--- src/rtl/imm_narrow.sv ---
// imm_narrow: finds a 16-bit immediate and a 2-bit extender opcode that
// rebuild a 32-bit constant exactly. One candidate encoding is tried per
// TRY cycle, in order 00, 01, 10, 11. Values with no encoding are counted
// in a saturating failure counter.
//
// Optional feature: define IMM_NARROW_SHIFT_EN to enable candidate 11
// (sign-extend then shift left by 2). When it is undefined, only
// candidates 00..10 are tried.
module imm_narrow #(
  parameter int CNT_W = 16
) (
  input  logic             clk,
  input  logic             reset,
  input  logic             in_valid,
  output logic             in_ready,
  input  logic [31:0]      in_value,
  output logic             out_valid,
  input  logic             out_ready,
  output logic             out_found,
  output logic [15:0]      out_imm,
  output logic [1:0]       out_eop,
  output logic [CNT_W-1:0] fail_cnt
);

  typedef enum logic [1:0] {IDLE = 2'd0, TRY = 2'd1, DONE = 2'd2} state_t;

`ifdef IMM_NARROW_SHIFT_EN
  localparam logic [1:0] LAST_IDX = 2'd3;
`else
  localparam logic [1:0] LAST_IDX = 2'd2;
`endif

  state_t      state;
  state_t      state_next;
  logic [1:0]  idx;
  logic [31:0] value;
  logic        hit;
  logic [15:0] cand_imm;
  logic        last;

  assign last = (idx == LAST_IDX);

  // Test the single candidate selected by idx against the captured value.
  always_comb begin
    hit      = 1'b0;
    cand_imm = value[15:0];
    case (idx)
      2'd0: hit = (value[31:15] == '0) || (value[31:15] == '1);
      2'd1: hit = (value[31:16] == '0);
      2'd2: begin
        hit      = (value[15:0] == '0);
        cand_imm = value[31:16];
      end
      default: begin
`ifdef IMM_NARROW_SHIFT_EN
        hit      = (value[1:0] == 2'b00) &&
                   ((value[31:17] == '0) || (value[31:17] == '1));
        cand_imm = value[17:2];
`else
        hit      = 1'b0;
`endif
      end
    endcase
  end

  // State register; reset wins over any handshake.
  always_ff @(posedge clk) begin
    if (!reset) state <= IDLE;
    else        state <= state_next;
  end

  // Next-state logic: accept, search the candidates, then wait for the consumer.
  always_comb begin
    state_next = state;
    case (state)
      IDLE:    if (in_valid)    state_next = TRY;
      TRY:     if (hit || last) state_next = DONE;
      DONE:    if (out_ready)   state_next = IDLE;
      default:                  state_next = IDLE;
    endcase
  end

  // Handshake outputs decoded from the state.
  always_comb begin
    in_ready  = (state == IDLE);
    out_valid = (state == DONE);
  end

  // Datapath: capture the value, step idx, load the result and count failures.
  always_ff @(posedge clk) begin
    if (!reset) begin
      idx       <= 2'd0;
      value     <= 32'd0;
      out_found <= 1'b0;
      out_imm   <= 16'd0;
      out_eop   <= 2'd0;
      fail_cnt  <= '0;
    end else begin
      case (state)
        IDLE: begin
          if (in_valid) begin
            value <= in_value;
            idx   <= 2'd0;
          end
        end
        TRY: begin
          if (hit) begin
            out_found <= 1'b1;
            out_imm   <= cand_imm;
            out_eop   <= idx;
          end else if (last) begin
            out_found <= 1'b0;
            out_imm   <= 16'd0;
            out_eop   <= 2'd0;
            if (fail_cnt != '1) fail_cnt <= fail_cnt + 1'b1;
          end else begin
            idx <= idx + 2'd1;
          end
        end
        default: ;
      endcase
    end
  end

endmodule
--- config.mk ---
export PLATFORM = sky130hd
export DESIGN_NAME = imm_narrow
export DESIGN_NICKNAME = d
export VERILOG_FILES = /design/src/rtl/imm_narrow.sv
export SDC_FILE = /design/constraint.sdc
export NUM_CORES = 1
export LEC_CHECK = 0
export ABC_AREA = 1
export CAP_MARGIN = 30
export CORE_MARGIN = 2
export CORE_UTILIZATION = 45
export DETAILED_ROUTE_END_ITERATION = 10
export GPL_TIMING_DRIVEN = 0
export PLACE_DENSITY = 0.74
export SYNTH_ARGS = -nofsm -noshare
export SYNTH_HDL_FRONTEND = slang
export SYNTH_SLANG_ARGS = --single-unit
--- constraint.sdc ---
create_clock -name clk -period 1.91 [get_ports clk]
set_input_delay 0.2865 -clock clk [delete_from_list [all_inputs] [get_ports clk]]
set_output_delay 0.2865 -clock clk [all_outputs]
set_load 0.02 [all_outputs]
==> metrics.md <==
| Metric | Value |
|---|---|
| Status | finished, final reports clean |
| Row Count | 32 |
| Synth area leaders | dfxtp_1 (40%), nor2_1 (12%), nand2_1 (9.9%), nand3_1 (7.1%), a21oi_1 (6.2%) |
| CP max stage cell | dfxtp_2 |
| Final nets | 651 |
| Fin Hold WS | 0.470 ns |
| Synth top area share | 0.402 |
| Pwr Total | 3390 uW |
| Core area | 7690 sq um |
| Dominant cell type by area after synthesis | dfxtp_1 |
| Hold-fix buffers, CTS | 0 |
| H-Tree Depth | 3 |
| Power Dens Cells | 707 nW/um^2 |
| Antenna diodes | 0 |
| Minimum clock period | 1.82 ns |
| Clock sinks | 71 |
| Largest net degree at the start of global routing | 13 |
| Initial Util | 0.460 |
| Vias in the first global route | 3480 |
| Setup TNS | 0 ns |
| Syn_nets | 560 |
| CTS tree | done |
| Setup violators final | 0 |
| Startpoint Class | flip-flop |
| Tcrit/Tclk final | 0.953 |
| GRT Residual Overflow | 0 |
| Clock root cell | clkbuf_8 |
| R2R depth | 10 |
| Routed vias/inst | 5.16 |
| Post-Syn Area | 3540 sq um |
| Routed Antenna Nets | 0 |
| Post-DP HPWL | 6990 um |
| Drt first pass iters | 5 |
| Worst skew pair latency | 0.35 ns |
| Final GP Congestion | 0.931 |
| Worst slew pin tran | 0.518 ns |
| Routed WL per cell | 13.3 um |
| Max-slew violations | 0 |
| Die width | 92.6 um |
| First-pass GRT wire length | 15800 um |
| Max stage delay on crit path | 0.38 ns |
| Num CTS Buffers | 9 |
| Register bit total from synthesis | 71 |
| Worst min-delay path class | flip-flop to flip-flop |
| Final hold vios | 0 |
| Most frequent cells in the layout | nor2_1 (108), nand2_1 (89), clkdlybuf4s50_1 (72) |
| Layout cells sized above 1 | 0.101 |
| Critical R2R Capture | fail_cnt[13] |
| Ports | 73 |
| Crit-path max FO | 10 |
| Max Freq | 549 MHz |
| Worst EP arrival | 2.09 ns |
| HP Start | out_found |
| Required time of the critical path | 2.18 ns |
| Critical path class | flip-flop to flip-flop |
| Initial antenna violation count | 0 |
| Worst vdd ir | 0.375 mV |
| Residual DRC count | 0 |
| Reg2reg start | fail_cnt[0] |
| Worst setup margin | 0.0895 ns |
| Util after Layout | 0.623 |
| Yosys cell types | 25 |
| Post-Route WL | 9550 um |
| Register area share after synthesis | 0.402 |
| Cell leakage power | 0.00174 uW |
| Worst setup EP type | flip-flop |
| Hold Path End | out_found |
| Gr usage total | 0.230 |
| Pre-CTS setup slack | -0.242 ns |
| Syn Area/Cell | 6.81 sq um |
| Most common cell after layout, fill and taps aside | nor2_1 |
| PortBufs | 72 |
| CTS max path bufs | 2 |
| Max-cap viol count | 0 |
| Register-to-Register Setup Slack | 0.09 ns |
| Slew headroom | 0.655 |
| Worst Skew | 0.00744 ns |
| Synth Instances | 519 |
| Die height | 92.6 um |
| Area growth syn-to-layout | 35.4% |
| Hold depth | 2 |
| Via Count | 3695 |
| Clk slew on worst S/H paths | 0.07 ns |
| CP cell instances | ha_2, nand2_2, nor3_4, nand2_2, nor3_4, a21oi_4, nand2_4, buf_8, nand2_1, a21oi_1 |
| Die ar. | 8580 sq um |
| Syn. warnings | 0 |
| Initial drt markers | 312 |
## layout make-up
class                      count  area, sq um
tap                          102          128
multi-input combinational    390         1950
clock buffer                  10          138
timing repair buffer          80          793
inverter                      33          124
buffer                        25          145
clock inverter                 5         82.6
sequential                    71         1430
fill                         702         2900
## routing by layer
metal | routed length [um] | GRT usage | vias to the layer above
met3 | 651 | 0.0407 | 10
met1 | 4370 | 0.303 | 1681
met5 | 0 | 0 | -
li1 | - | - | 1868
met2 | 4410 | 0.378 | 136
met4 | 116 | 0.0821 | 0
## how the worst max path moves through the flow
stage | start | to | slack, ns | cells after the start
after floorplan | fail_cnt[0] | fail_cnt[12] | 0.04 | 9
after detailed placement | idx[0] | out_eop[0] | -0.24 | 13
after global routing | idx[0] | fail_cnt[13] | -0.04 | 13
after CTS | idx[0] | out_eop[0] | 0.005 | 13
final | fail_cnt[0] | fail_cnt[13] | 0.09 | 10
after global placement | idx[0] | out_imm[10] | -0.17 | 13
## cell usage after synthesis
master	count
inv_1	32
dfxtp_1	71
mux2i_1	10
a21oi_2	1
nand2_4	2
ha_1	5
nand2_1	93
clkinv_1	1
nor2_2	2
a21oi_1	44
nand3b_1	2
xor2_1	9
nand4_1	6
nor3_1	5
buf_6	2
nor2_1	112
nor4_1	1
clkbuf_1	18
nand3_1	50
nand2_2	2
buf_1	1
xnor2_1	4
buf_2	4
o21ai_0	40
nor3_2	2
## critical path: cells and delay by family, from the launching register on
kind | cells | cell delay [ns]
flip-flops | 1 | 0.38
adder cells (fa/ha/maj) | 1 | 0.24
buffers and inverters | 1 | 0.14
AO/OA/AOI/OAI | 2 | 0.27
AND/OR/NAND/NOR | 6 | 0.71
## stage by stage
step / instance area (sq um) / std cells
2_1_floorplan: 3540 / 519
3_3_place_gp: 4380 / 693
3_5_place_dp: 4380 / 693
4_1_cts: 4650 / 709
5_1_grt: 4790 / 716
6_report: 4790 / 716
## timing repair
| item | 4_1_cts | 5_1_grt |
|---|---|---|
| gates resized for setup | 12 | 31 |
| setup buffers | 1 | 7 |
| endpoints found under the setup margin | 36 | 35 |
| pin swaps | 1 | 4 |
## power breakdown
group	switching [uW]	total [uW]	internal [uW]
registers	71.1	1620	1540
logic	254	439	186
clock network	568	1330	763
total	893	3390	2490
## state kept, by name (all words and copies together) (netlist names)
name	cells
value	32
fail_cnt	16
out_imm	16
idx	2
out_eop	2
state	2
out_found	1
## cell families after synthesis
logic type / after synthesis / share of synthesized area
compound gates: 85 / 0.121
xor+xnor: 13 / 0.0322
fa+ha+maj: 5 / 0.0177
buf+inv: 58 / 0.0672
flops: 71 / 0.402
mux: 10 / 0.0283
simple gates: 277 / 0.331
Note: power is estimated with default switching activity, not from simulation.
